### src/rtl/i2c_pkg.sv
// Shared definitions for the I2C command sequencer: FSM state encoding,
// the status code reported on a timeout, and the packed command-entry width.
package i2c_pkg;

    typedef enum logic [2:0] {
        ST_IDLE,
        ST_ISSUE,
        ST_WAIT_START,
        ST_WAIT_DONE,
        ST_RESP
    } seq_state_t;

    localparam logic [3:0] STATUS_TIMEOUT = 4'hF;

    // One queued command is {rw, chip_addr[6:0], reg_addr, wdata}.
    function automatic int cmd_entry_width(input int addr_bytes, input int data_bytes);
        return 1 + 7 + 8 * addr_bytes + 8 * data_bytes;
    endfunction

endpackage

### src/rtl/i2c_cmd_fifo.sv
// Small synchronous FIFO holding queued I2C commands. Full/empty flags are
// registered so cmd_ready never depends combinationally on the pop side.
module i2c_cmd_fifo #(
    parameter int WIDTH = 32,
    parameter int DEPTH = 4
) (
    input  logic                     clk,
    input  logic                     reset,
    input  logic                     push,
    input  logic [WIDTH-1:0]         push_data,
    input  logic                     pop,
    output logic [WIDTH-1:0]         pop_data,
    output logic                     full,
    output logic                     empty,
    output logic [$clog2(DEPTH):0]   count
);

    localparam int PW = $clog2(DEPTH);

    logic [WIDTH-1:0] mem [DEPTH];
    logic [PW-1:0]    wr_ptr;
    logic [PW-1:0]    rd_ptr;
    logic [PW:0]      next_count;
    logic             do_push;
    logic             do_pop;

    // A push is refused while full even if a pop happens in the same cycle.
    assign do_push  = push && !full;
    assign do_pop   = pop && !empty;
    assign pop_data = mem[rd_ptr];

    // Occupancy after this cycle's push/pop; drives the registered flags.
    always_comb begin
        next_count = count;
        case ({do_push, do_pop})
            2'b10:   next_count = count + 1'b1;
            2'b01:   next_count = count - 1'b1;
            default: next_count = count;
        endcase
    end

    // Storage array is written on accepted pushes only; it needs no reset.
    always_ff @(posedge clk) begin
        if (do_push) begin
            mem[wr_ptr] <= push_data;
        end
    end

    // Pointers wrap naturally because DEPTH is a power of two.
    always_ff @(posedge clk or posedge reset) begin
        if (reset) begin
            wr_ptr <= '0;
            rd_ptr <= '0;
            count  <= '0;
            full   <= 1'b0;
            empty  <= 1'b1;
        end else begin
            if (do_push) begin
                wr_ptr <= wr_ptr + 1'b1;
            end
            if (do_pop) begin
                rd_ptr <= rd_ptr + 1'b1;
            end
            count <= next_count;
            full  <= (next_count == (PW + 1)'(DEPTH));
            empty <= (next_count == '0);
        end
    end

endmodule

### src/rtl/i2c_cmd_sequencer.sv
// Command stage in front of i2c_master: queues read/write commands, issues
// them one at a time, and returns one response per command in order.
module i2c_cmd_sequencer
    import i2c_pkg::*;
#(
    parameter int ADDR_BYTES    = 1,
    parameter int DATA_BYTES    = 2,
    parameter int CMD_DEPTH     = 4,
    parameter int START_TIMEOUT = 16,
    parameter int XFER_TIMEOUT  = 65535
) (
    input  logic                          clk,
    input  logic                          reset,
    input  logic                          cmd_valid,
    output logic                          cmd_ready,
    input  logic                          cmd_rw,
    input  logic [6:0]                    cmd_chip_addr,
    input  logic [8*ADDR_BYTES-1:0]       cmd_reg_addr,
    input  logic [8*DATA_BYTES-1:0]       cmd_wdata,
    output logic                          rsp_valid,
    input  logic                          rsp_ready,
    output logic [8*DATA_BYTES-1:0]       rsp_rdata,
    output logic [3:0]                    rsp_status,
    output logic                          rsp_timeout,
    output logic [6:0]                    m_chip_addr,
    output logic [8*ADDR_BYTES-1:0]       m_reg_addr,
    output logic [8*DATA_BYTES-1:0]       m_data_in,
    output logic                          m_read_en,
    output logic                          m_write_en,
    input  logic                          m_busy,
    input  logic                          m_done,
    input  logic [3:0]                    m_status,
    input  logic [8*DATA_BYTES-1:0]       m_data_out,
    output logic [$clog2(CMD_DEPTH):0]    pending
);

    localparam int AW = 8 * ADDR_BYTES;
    localparam int DW = 8 * DATA_BYTES;
    localparam int EW = cmd_entry_width(ADDR_BYTES, DATA_BYTES);
    localparam int TW = $clog2(XFER_TIMEOUT + 1);

    localparam logic [TW-1:0] START_LIMIT = TW'(START_TIMEOUT);
    localparam logic [TW-1:0] XFER_LIMIT  = TW'(XFER_TIMEOUT);

    seq_state_t      state;
    logic [TW-1:0]   timer;
    logic [TW-1:0]   timer_inc;
    logic            busy_q;
    logic            cur_rw;
    logic            fifo_full;
    logic            fifo_empty;
    logic            fifo_pop;
    logic [EW-1:0]   fifo_in;
    logic [EW-1:0]   head;
    logic            head_rw;
    logic [6:0]      head_chip;
    logic [AW-1:0]   head_reg;
    logic [DW-1:0]   head_data;
    logic            xfer_complete;

    assign fifo_in   = {cmd_rw, cmd_chip_addr, cmd_reg_addr, cmd_wdata};
    assign head_rw   = head[EW-1];
    assign head_chip = head[EW-2 -: 7];
    assign head_reg  = head[DW +: AW];
    assign head_data = head[DW-1:0];
    assign cmd_ready = !fifo_full;
    assign fifo_pop  = (state == ST_ISSUE);
    assign timer_inc = (timer == '1) ? timer : timer + 1'b1;

    // Either an explicit done pulse or busy dropping ends the transfer.
    assign xfer_complete = m_done || (busy_q && !m_busy);

    i2c_cmd_fifo #(
        .WIDTH (EW),
        .DEPTH (CMD_DEPTH)
    ) u_fifo (
        .clk       (clk),
        .reset     (reset),
        .push      (cmd_valid),
        .push_data (fifo_in),
        .pop       (fifo_pop),
        .pop_data  (head),
        .full      (fifo_full),
        .empty     (fifo_empty),
        .count     (pending)
    );

    // Delayed copy of m_busy so a falling edge can be recognised as completion.
    always_ff @(posedge clk or posedge reset) begin
        if (reset) begin
            busy_q <= 1'b0;
        end else begin
            busy_q <= m_busy;
        end
    end

    // Sequencer FSM: issue one command, wait for the master, hold the response.
    always_ff @(posedge clk or posedge reset) begin
        if (reset) begin
            state       <= ST_IDLE;
            timer       <= '0;
            cur_rw      <= 1'b0;
            m_chip_addr <= '0;
            m_reg_addr  <= '0;
            m_data_in   <= '0;
            m_read_en   <= 1'b0;
            m_write_en  <= 1'b0;
            rsp_valid   <= 1'b0;
            rsp_rdata   <= '0;
            rsp_status  <= '0;
            rsp_timeout <= 1'b0;
        end else begin
            m_read_en  <= 1'b0;
            m_write_en <= 1'b0;
            case (state)
                ST_IDLE: begin
                    if (!fifo_empty && !m_busy) begin
                        state <= ST_ISSUE;
                        timer <= '0;
                    end
                end
                ST_ISSUE: begin
                    m_chip_addr <= head_chip;
                    m_reg_addr  <= head_reg;
                    m_data_in   <= head_data;
                    m_read_en   <= head_rw;
                    m_write_en  <= !head_rw;
                    cur_rw      <= head_rw;
                    timer       <= '0;
                    state       <= ST_WAIT_START;
                end
                ST_WAIT_START: begin
                    if (m_busy) begin
                        state <= ST_WAIT_DONE;
                        timer <= '0;
                    end else if (timer >= START_LIMIT) begin
                        rsp_status  <= STATUS_TIMEOUT;
                        rsp_timeout <= 1'b1;
                        rsp_rdata   <= '0;
                        rsp_valid   <= 1'b1;
                        timer       <= '0;
                        state       <= ST_RESP;
                    end else begin
                        timer <= timer_inc;
                    end
                end
                ST_WAIT_DONE: begin
                    if (xfer_complete) begin
                        rsp_status  <= m_status;
                        rsp_rdata   <= cur_rw ? m_data_out : '0;
                        rsp_timeout <= 1'b0;
                        rsp_valid   <= 1'b1;
                        timer       <= '0;
                        state       <= ST_RESP;
                    end else if (timer >= XFER_LIMIT) begin
                        rsp_status  <= STATUS_TIMEOUT;
                        rsp_timeout <= 1'b1;
                        rsp_rdata   <= '0;
                        rsp_valid   <= 1'b1;
                        timer       <= '0;
                        state       <= ST_RESP;
                    end else begin
                        timer <= timer_inc;
                    end
                end
                ST_RESP: begin
                    if (rsp_ready) begin
                        rsp_valid <= 1'b0;
                        timer     <= '0;
                        state     <= ST_IDLE;
                    end
                end
                default: begin
                    state <= ST_IDLE;
                    timer <= '0;
                end
            endcase
        end
    end

endmodule

### config.mk
export PLATFORM = sky130hd
export DESIGN_NAME = i2c_cmd_sequencer
export DESIGN_NICKNAME = d
export VERILOG_FILES = /design/src/rtl/i2c_pkg.sv /design/src/rtl/i2c_cmd_fifo.sv /design/src/rtl/i2c_cmd_sequencer.sv
export SDC_FILE = /design/constraint.sdc
export NUM_CORES = 1
export LEC_CHECK = 0
export BUFFER_PORTS_ARGS = -buffer_cell sky130_fd_sc_hd__buf_4
export CAP_MARGIN = 25
export CORE_ASPECT_RATIO = 0.8
export CORE_MARGIN = 2
export CORE_UTILIZATION = 61
export DETAILED_ROUTE_END_ITERATION = 8
export PLACE_DENSITY_LB_ADDON = 0.2
export SKIP_CTS_REPAIR_TIMING = 1
export SYNTH_ARGS = -nofsm -noshare
export SYNTH_HDL_FRONTEND = slang
export SYNTH_SLANG_ARGS = --single-unit
### constraint.sdc
create_clock -name clk -period 3.52 [get_ports clk]
set_input_delay 0.176 -clock clk [delete_from_list [all_inputs] [get_ports clk]]
set_output_delay 0.176 -clock clk [all_outputs]
set_load 0.05 [all_outputs]
# After elaboration in Yosys (flattened, before gate mapping)

Memories as Yosys holds them, arrays and structs flattened.
Index checks and enable logic that the tools add are counted.
Widths: inputs -> output; s select.

Register bits after elaboration: 85
RAM bits: 128
Input port bits: 58
Output and inout bits: 59
Memories kept: 1

Add/subtract/negate cells: 5
$lt $le $gt $ge: 2
Eq/ne operators: 14
Muxes and demuxes: 39
Reduce and logical (&&, ||, !) cells: 17

Memories:

| name       | depth | bits a word | read ports | clocked after memory_dff | write ports | RTL line           | source |
|---|---|---|---|---|---|---|---|
| u_fifo.mem | 4     | 32          | 1          | 0                        | 1           | i2c_cmd_fifo.sv:20 | `logic [WIDTH-1:0] mem [DEPTH];` |

Operators by type and width:

| cell                  | number |
|---|---|
| $mux 16               | 12 |
| $pmux 16 s4           | 1 |
| $pmux 16 s2           | 1 |
| $mux 3                | 6 |
| $add 16x1->16 const B | 1 |
| $eq 16x16->1 const B  | 1 |
| $ge 16x16->1 const B  | 1 |
| $ge 16x5->1 const B   | 1 |
| $mux 4                | 4 |
| $pmux 3 s5            | 1 |
| $mux 1                | 10 |
| $ne 2x2->1 const B    | 4 |
| $pmux 4 s2            | 1 |
| $reduce_and 4->1      | 2 |
| $eq 3x2->1 const B    | 2 |
| $eq 3x3->1 const B    | 2 |
| $logic_not 3->1       | 2 |
| $ne 3x3->1 const B    | 2 |
| $pmux 3 s2            | 1 |
| $reduce_and 5->1      | 1 |
| $add 2x1->2 const B   | 2 |
| $logic_and 1x1->1     | 4 |
| $logic_not 1->1       | 4 |
| $add 3x1->3 const B   | 1 |
| other kinds (10)      | 10 |

# Logic depth before layout (Yosys ltp)

Gate-level depths: netlist (run 1).

Word-level depth: 5
Mapped depth: 10
Gate-level depth less buffers: 9

# Cells and area by module

From an unflattened synthesis (run 1), not the netlist that was laid out.

Cell total of the unflattened synthesis: 490
Area total of the unflattened synthesis: 8558.2 um^2

By module, submodules not included:

| module            | instances | cells each | area an instance (um^2) | seq. area each (um^2) |
|---|---|---|---|---|
| i2c_cmd_fifo      | 1         | 214        | 5173.7                  | 4070.2 |
| i2c_cmd_sequencer | 1         | 276        | 3384.5                  | 1901.8 |

# Worst setup path before layout (run 1)

Ideal clock, no wire load.

Kind: register to register
Start point: reg state[2]
End point: reg u_fifo.full
Library setup time: 0.073 ns
Data arrival time: 2.258 ns
Data required time: 3.447 ns
Setup slack: 1.190 ns
Stages on the path, launching flop included: 10
Buffers on the path: 1
Cell sequence: dfrtp_1 clkbuf_1 nor4_1 ha_1 inv_1 fa_1 xor2_1 nor2_1 xor2_1 nor2b_1

Word-level cells in the longest chain between the ends: 5
Elaborated cells on any way between the ends: 6
Those cells by class: eq/ne: 4; mux: 1; reduce/logical: 1

RTL lines:

| item                                            | RTL line                 | source |
|---|---|---|
| start, declared                                 | i2c_cmd_sequencer.sv:45  | `seq_state_t state;` |
| start signal, assigned                          | i2c_cmd_sequencer.sv:100 | `state <= ST_IDLE;` |
| start signal, assigned                          | i2c_cmd_sequencer.sv:118 | `state <= ST_ISSUE;` |
| start signal, assigned                          | i2c_cmd_sequencer.sv:130 | `state <= ST_WAIT_START;` |
| $eq 3x1->1 *                                    | i2c_cmd_sequencer.sv:67  | `assign fifo_pop = (state == ST_ISSUE);` |
| $logic_and 1x1->1 *                             | i2c_cmd_fifo.sv:29       | `assign do_pop = pop && !empty;` |
| named net u_fifo.do_pop                         | i2c_cmd_fifo.sv:25       | `logic do_pop;` |
| $eq 2x1->1 / $eq 2x2->1 (equally long branches) | i2c_cmd_fifo.sv:35       | `case ({do_push, do_pop})` |
| $pmux 3 s2 *                                    | i2c_cmd_fifo.sv:35       |  |
| named net u_fifo.next_count[2]                  | i2c_cmd_fifo.sv:23       | `logic [PW:0] next_count;` |
| $eq 3x3->1 *                                    | i2c_cmd_fifo.sv:65       | `full <= (next_count == (PW + 1)'(DEPTH));` |
| end signal, assigned                            | i2c_cmd_fifo.sv:65       |  |
| end, declared                                   | i2c_cmd_fifo.sv:13       | `output logic full,` |

The timed path passes the listed nets; every way through them passes the cells marked *.
A chain may end at the register's enable or synchronous reset.

# Final worst setup path (run 1)

Start point: reg state[0]
End point: reg u_fifo.full

The elaborated chain is that of the path after synthesis.

==> results of run 1 <==
## power breakdown
group / total, µW / internal (µW) / switching, µW
Sequential: 3850 / 3350 / 499
Clock: 2160 / 1280 / 883
Combinational: 3520 / 1390 / 2140
Total: 9540 / 6020 / 3520
## through the flow
stage / utilization [%] / instances
4_1_cts: 74.9 / 794
6_report: 79.0 / 849
2_1_floorplan: - / 477
5_1_grt: 79.0 / 849
3_5_place_dp: 69.9 / 756
3_3_place_gp: 69.9 / 755
## per-layer routing
metal / part of all wire (%) / up-vias / wire, µm
li1: - / 2211 / -
met1: 38 / 2479 / 6840
met2: 52 / 206 / 9310
met3: 8.0 / 31 / 1440
met4: 1.9 / 0 / 342
met5: 0 / - / 0
## registers in the layout (all words and copies together), names as in the netlist
name,flops
u_fifo.mem,128
m_reg_addr,8
u_fifo.rd_ptr,2
u_fifo.empty,1
busy_q,1
m_data_in,16
cur_rw,1
m_read_en,1
rsp_status,4
rsp_valid,1
u_fifo.wr_ptr,2
state,3
u_fifo.count,3
rsp_rdata,16
rsp_timeout,1
m_write_en,1
m_chip_addr,7
timer,16
u_fifo.full,1
## final timing paths
| path | from | to | slack (ns) | depth (start not counted) |
|---|---|---|---|---|
| max | state[0] | u_fifo.full | 0.72 | 9 |
| min | m_done | state[0] | 0.09 | 4 |
| max reg2reg | state[0] | u_fifo.full | 0.72 | 9 |
| min reg2reg | rsp_timeout | rsp_timeout | 0.50 | 1 |
| max in group asynchronous | reset | rsp_rdata[8] | 2.39 | 4 |
| min in group asynchronous | reset | m_data_in[6] | 0.41 | 3 |
## cells by family (layout without fill, tap and decap cells)
group                      after synthesis  after routing  synth area share, %
AOI/OAI and AO/OA                       65             65                 5.51
xor gates and xnor gates                 6              6                0.630
adders and majority gates                9              9                 1.44
buffers and inverters                   39            231                 2.01
DFF                                    213            213                 71.5
muxes                                   68             68                 13.4
and+or+nand+nor                         77             77                 5.45
## layout make-up
| cell class | instances | area (µm²) |
|---|---|---|
| sequential | 213 | 5970 |
| fill | 693 | 2830 |
| multi-input combinational | 225 | 2220 |
| timing repair buffer | 177 | 1480 |
| clock buffer | 33 | 616 |
| tap | 180 | 225 |
| inverter | 16 | 63.8 |
| clock inverter | 5 | 53.8 |
## cell usage after synthesis (2+ instances only)
cell type | number | share of area [%]
nand2_1 | 19 | 0.85
nand2b_1 | 2 | 0.15
a41oi_1 | 2 | 0.21
clkbuf_1 | 12 | 0.54
and4_1 | 2 | 0.21
nor4_1 | 5 | 0.37
a31oi_1 | 11 | 0.82
o31ai_1 | 2 | 0.18
mux2_2 | 32 | 4.3
and3_1 | 4 | 0.30
nor2_1 | 9 | 0.40
mux2i_1 | 4 | 0.48
o21bai_1 | 3 | 0.27
ha_1 | 8 | 1.2
nor3_1 | 5 | 0.30
nand4_1 | 7 | 0.52
o22a_1 | 4 | 0.42
xor2_1 | 3 | 0.31
a22o_1 | 16 | 1.7
a21oi_1 | 11 | 0.66
mux4_2 | 32 | 8.6
o21ai_0 | 8 | 0.48
buf_2 | 9 | 0.54
nand3_1 | 6 | 0.36
inv_1 | 15 | 0.67
nor2b_1 | 3 | 0.22
and2_1 | 6 | 0.45
dfrtp_1 | 84 | 25
xnor2_1 | 3 | 0.31
edfxtp_1 | 128 | 46
## worst reg2reg max path: stages (launching register included)
cell	delay [ns]
dfrtp_1	0.46
inv_1	0.14
nor4_1	0.71
ha_1	0.32
inv_1	0.07
fa_1	0.38
xor2_1	0.15
nor2_1	0.12
xor2_1	0.23
nor2b_1	0.17
==> impl_metrics.ini, run 1 <==
[setup_path]
critPathMaxFanout = 6
crit_type = register to register
required_ns = 3.94
cp-end-kind = register
crit_buf_inv = 2
critPathArrivalTime_ns = 3.22
cpLargestDelayFamily = simple AND/OR/NAND/NOR gates
slowest_delay_ns = 0.71
critPathLaunchType = register
cpMaxStageDelayCell = nor4_1
cp_cell_sequence = inv_1, nor4_1, ha_1, inv_1, fa_1, xor2_1, nor2_1, xor2_1, nor2b_1

[synthesis]
synth-edff-count = 128
ys.flop_type = edfxtp_1
async_reset_ff_share_pct = 39.9
synth.avg_cell_area_um2 = 17.5
synth-seq-cells = 213
synth.distinct_cells = 52
synth_warnings = 0
synthesis.area_um2 = 8350
seq_area_frac_synth_pct = 71.5
syn_inst = 477
syn_nets = 544

[timing]
hold_violations = 0
setup_slack_ns = 0.717
rsz0062_at_grt = no
slew_viol_final = 0
setup_viol = 0
tightestPinTransition_ns = 1.12
fin_crit_ns = 2.80
clock_skew_ns = 0.00985
finalCritPeriodShare_pct = 79.6
slew_headroom_pct = 24.8
final.setup.tns_ns = 0
holdWs_ns = 0.0859
fmax_ghz = 0.357

[cells_and_area]
finalNetCount = 721
layout_commonest_cell = edfxtp_1
antenna_cells = 0
final_area_um2 = 10600
syn_to_final_growth_pct = 27.3
final_cell_mix = edfxtp_1, buf_4, dfrtp_1
drive_above_1_share_pct = 34.7

[floorplan]
dieWidth_um = 135
die_y_um = 109
core_area_um2 = 13500
rows = 38
initial_core_util_pct = 62.1
die_area_um2 = 14600
ios = 117

[clock_network]
clk_latency_ns = 0.49
cts_root_buf = clkbuf_16
path_clk_slew_ns = 0.06
clock-sinks = 213
cts_tree = yes
cts_buffer_depth = 3
cts-buffers-inserted = 21
h-tree-depth = 1

[power]
p_leak_uw = 0.00415
p_total_uw = 9540
powerDensity_nw_per_um2 = 897
peakVddDrop_v = 0.000943

[outcome]
status = complete, no violations

[routing]
drtIter0Drc = 396
vias = 4927
avgViaCountPerCell = 5.80
ant_nets = 0
wl_per_cell_um = 21.1
drc = 0
first_pass_iters = 7
totalWireLength_mm = 17.9

[flow_run]
drv_cap = 0

[placement]
port_buffers = 116
placed_cell_area_um2 = 9410
hpwl_mm = 9.92
gp_congestion = 0.887
dpl_worst_slack_ns = 0.711

[grt]
grt_util_met1_pct = 29.5
antenna_found_initial = 0
grt_max_degree = 47
busiest_layer = met2
grt_pass1_wl_mm = 25.7
met3_usage_pct = 6.65
grt_util_all_layers_pct = 23.4
grt_pass1_vias = 4802
grtUsageMet2_pct = 40.2
grt.overflow.total = 0

[worst_hold_path]
hp-class = input port to register
No activity file was read; power rests on OpenSTA's default activity.
==> inputs of run 2 (changes only) <==
ABC_AREA = 1   (was default)
CORE_UTILIZATION = 52   (was 61)
clock period = 2.5 ns   (was 3.52 ns; I/O delays follow)
==> impl_metrics.ini, run 2 <==
[cells_and_area]
largest_reg_flops = 128
final_core_util_pct = 67.3
fillCellCount = 1258
seq_area_um2 = 5970
drive_above_1_share_pct = 18.5
final_cell_mix = nor2_1, edfxtp_1, buf_4
largest-register = u_fifo.mem
syn_to_final_growth_pct = 27.4
multi_input_area_um2 = 2390
finalNetCount = 1038
layout_commonest_cell = nor2_1
antenna_cells = 0

[grt]
grt_pass1_vias = 5590
grt_pass1_wl_mm = 29.2
grt_max_degree = 65
grt.overflow.total = 0
antenna_found_initial = 0
grt_util_all_layers_pct = 20.7

[setup_path]
critPathMaxFanout = 6
required_ns = 2.93
critPathLaunchType = register
critPathArrivalTime_ns = 2.56
crit_type = register to register
cp-end-kind = register

[power]
p_total_uw = 13800
powerDensity_nw_per_um2 = 1240
peakVddDrop_v = 0.000825
p_leak_uw = 0.00456

[clock_network]
h-tree-depth = 1
cts_buffer_depth = 3
path_clk_slew_ns = 0.06
clock-sinks = 213
cts_root_buf = clkbuf_16
cts_tree = yes
cts-buffers-inserted = 22
clk_latency_ns = 0.50

[synthesis]
synth-edff-count = 128
yosys-top-cells-count = nor2_1, edfxtp_1, nand2_1
synth.distinct_cells = 34
netlist.area_leader.share_pct = 44.2
async_reset_ff_share_pct = 39.9
synthTopCellsByArea = edfxtp_1, dfrtp_1, nor2_1, o21ai_0, nand2_1
syn_inst = 798
synth_warnings = 0
synthesis.area_um2 = 8690
seq_area_frac_synth_pct = 68.7
synth_top_area_cell = edfxtp_1
synth.avg_cell_area_um2 = 10.9
synth-seq-cells = 213
ys.flop_type = edfxtp_1
syn_nets = 865
yosysMostFrequentCell = nor2_1

[routing]
wl_per_cell_um = 15.7
vias = 6175
drtIter0Drc = 486
totalWireLength_mm = 18.9
ant_nets = 0
drc = 0
avgViaCountPerCell = 5.12
first_pass_iters = 4

[flow_run]
drv_cap = 0

[floorplan]
ios = 117
die_area_um2 = 17800
initial_core_util_pct = 52.8
die_y_um = 120
rows = 42
core_area_um2 = 16400
dieWidth_um = 149

[timing]
final.setup.tns_ns = 0
rsz0062_at_grt = no
fmax_ghz = 0.469
slew_headroom_pct = 47.5
clock_skew_ns = 0.0145
hold_violations = 0
tightestPinTransition_ns = 0.787
setup_viol = 0
fin_crit_ns = 2.13
slew_viol_final = 0
finalCritPeriodShare_pct = 85.4

[placement]
port_buffers = 116
gp_congestion = 0.842
hpwl_mm = 11.1

[worst_hold_path]
hp-class = input port to register

[outcome]
status = complete, no violations
-- run 2: per-stage QoR --
step	setup WS, ns	std cells	instance area [µm²]	hold WS [ns]
2_1_floorplan	-0.264	798	8690	0.156
3_3_place_gp	0.432	1112	9850	0.289
3_5_place_dp	0.387	1112	9850	0.284
4_1_cts	0.362	1152	10500	-0.231
5_1_grt	0.102	1207	11100	0.179
6_report	0.366	1207	11100	0.129
-- run 2: layout make-up --
type	instances	area share (%)
Tap cell	220	2.49
Timing Repair Buffer	184	14.1
Clock buffer	38	5.88
Clock inverter	2	0.192
Sequential cell	213	53.9
Inverter	56	1.91
Multi-Input combinational cell	494	21.5
-- run 2: critical path, stage by stage, from the launching register on --
cell,delay [ns]
dfrtp_1,0.40
inv_2,0.09
nor3_2,0.13
nand2_1,0.13
inv_1,0.09
ha_1,0.14
inv_1,0.06
fa_1,0.38
a21oi_1,0.16
o21ai_0,0.12
xor2_1,0.22
inv_1,0.07
nor2_1,0.08
-- run 2: metal layers --
layer	share of wire [%]	GRT usage [%]	vias to the layer above	routed length, µm
met5	0	0	-	0
met4	1.8	4.40	0	339
li1	-	-	3034	-
met2	47	32.7	176	8810
met3	5.8	3.80	29	1090
met1	46	30.4	2936	8650
-- run 2: final timing paths --
check	start	end	slack, ns	cells past startpoint
worst min register to register	rsp_rdata[2]	rsp_rdata[2]	0.49	2
min in group asynchronous	reset	rsp_rdata[1]	0.34	3
worst min-delay path	m_done	timer[0]	0.13	6
max in group asynchronous	reset	rsp_rdata[6]	1.43	4
worst max-delay path	state[0]	u_fifo.full	0.37	12
worst max register to register	state[0]	u_fifo.full	0.37	12
-- run 2: kinds of logic (layout without fill, tap and decap cells) --
group                      after synthesis  in the layout  share of synthesized area (%)
AOI/OAI and AO/OA                      137            137                           8.75
xor gates and xnor gates                11             11                           1.11
and+or+nand+nor                        337            337                           15.8
buffers and inverters                   91            280                           4.25
DFF                                    213            213                           68.7
adders and majority gates                9              9                           1.38
-- run 2: report_power, final --
part | total, µW | switching, µW | internal, µW
registers | 5180 | 467 | 4720
clock network | 3040 | 1280 | 1760
logic | 5530 | 3880 | 1640
==> inputs of run 3 (changes only) <==
ABC_AREA = default   (was 1)
CORE_UTILIZATION = 51   (was 52)
==> impl_metrics.ini, run 3 (same netlist as run 1, synthesis figures left out) <==
[cells_and_area]
final_cell_mix = buf_4, edfxtp_1, dfrtp_1
largest_reg_flops = 128
layout_commonest_cell = buf_4
stdcell_count = 900
largest-register = u_fifo.mem
syn_to_final_growth_pct = 31.0
antenna_cells = 0
finalNetCount = 736
drive_above_1_share_pct = 36.9
final_area_um2 = 10900

[power]
p_sw_share_pct = 35.9
p_leak_uw = 0.00429
internal_power_uw = 8880
p_seq_share_pct = 37.4
powerDensity_nw_per_um2 = 1270
combPwrFrac_pct = 38.5
switchingPower_uw = 4960
peakVddDrop_v = 0.000746
p_clk_share_pct = 24.1

[worst_hold_path]
hp-class = input port to register
hold_start = m_done

[floorplan]
initial_core_util_pct = 52.5
die_area_um2 = 17400
rows = 41
dieWidth_um = 147
die_y_um = 118
core_area_um2 = 15900
ios = 117

[timing]
rsz0062_at_grt = no
setup_slack_ns = 0.241
clock_skew_ns = 0.00824
setup_viol = 0
fmax_ghz = 0.443
fin_crit_ns = 2.26
tightestPinTransition_ns = 0.605
finalCritPeriodShare_pct = 90.4
hold_violations = 0
final.setup.tns_ns = 0
slew_headroom_pct = 59.6
slew_viol_final = 0

[routing]
avgViaCountPerCell = 5.55
drc = 0
drtIter0Drc = 365
totalWireLength_mm = 17.7
ant_nets = 0
wl_per_cell_um = 19.7
first_pass_iters = 5
vias = 4997

[setup_path]
r2r_start = state[0]
cpMaxStageDelayCell = fa_1
critPathLaunchType = register
critPathMaxFanout = 5
required_ns = 2.91
cpLargestDelayFamily = simple AND/OR/NAND/NOR gates
cp-end-kind = register
crit_buf_inv = 3
critPathLaunch = state[0]
slowest_delay_ns = 0.37
critPathArrivalTime_ns = 2.67
crit_type = register to register
cp_cell_sequence = inv_1, nor4_1, buf_4, ha_1, inv_1, fa_1, xor2_1, nor2_1, xor2_1, nor2b_1

[clock_network]
clk_latency_ns = 0.49
h-tree-depth = 1
cts_tree = yes
cts_buffer_depth = 3
cts-buffers-inserted = 22
cts_root_buf = clkbuf_16
path_clk_slew_ns = 0.06
clock-sinks = 213

[grt]
grt_pass1_vias = 4943
grt_pass1_wl_mm = 26.8
grt.overflow.total = 0
antenna_found_initial = 0
grt_util_all_layers_pct = 19.7
grt_max_degree = 66

[placement]
port_buffers = 116
place_inst = 803
dpl_worst_slack_ns = 0.240
placed_cell_area_um2 = 9610
hpwl_mm = 10.6
gp_congestion = 0.801

[flow_run]
drv_cap = 0

[outcome]
status = complete, no violations
## run 3: area by class of cell
type / count / area (µm²)
clock buffer: 31 / 666
clock inverter: 9 / 96.3
inverter: 16 / 63.8
tap: 215 / 269
fill: 1028 / 4970
multi-input combinational: 225 / 2220
timing repair buffer: 191 / 1650
sequential: 213 / 5970
## run 3: final timing paths
kind                            slack (ns)            end  cells after the start
max in group asynchronous             1.55   u_fifo.empty                      4
worst max register to register        0.24    u_fifo.full                     10
worst min-delay path                  0.03       state[0]                      4
min in group asynchronous             0.20  rsp_status[2]                      3
worst max-delay path                  0.24    u_fifo.full                     10
worst min register to register        0.50    rsp_timeout                      1
## run 3: metal layers
metal	track usage (%)	vias up	part of all wire [%]
li1	-	2251	-
met1	27.9	2520	44
met2	31.6	190	49
met3	4.17	36	5.0
met4	5.23	0	2.1
met5	0	-	0
## run 3: power by group through the flow
| stage | Combinational [µW] | Clock, µW | Sequential, µW |
|---|---|---|---|
| after floorplan | 2160 | 0 | 6650 |
| after global placement | 5160 | 0 | 5190 |
| after detailed placement | 5270 | 0 | 5240 |
| after CTS | 5300 | 3410 | 5180 |
| after global routing | 5640 | 3560 | 5270 |
| final | 5320 | 3330 | 5180 |
## run 3: per-stage QoR
step | util, % | hold WS, ns | power [µW]
after floorplan | - | 0.156 | 8800
final | 68.8 | 0.0291 | 13800
after detailed placement | 60.4 | 0.155 | 10500
after global routing | 68.8 | 0.0377 | 14500
after CTS | 65.2 | -0.365 | 13900
after global placement | 60.4 | 0.156 | 10300
## run 3: worst register-to-register path: cells and delay by family, from the launching register on
family	cells	cell delay [ns]
DFF	1	0.34
xor gates and xnor gates	2	0.39
and+or+nand+nor	3	0.58
adders and majority gates	2	0.54
buffers and inverters	3	0.34
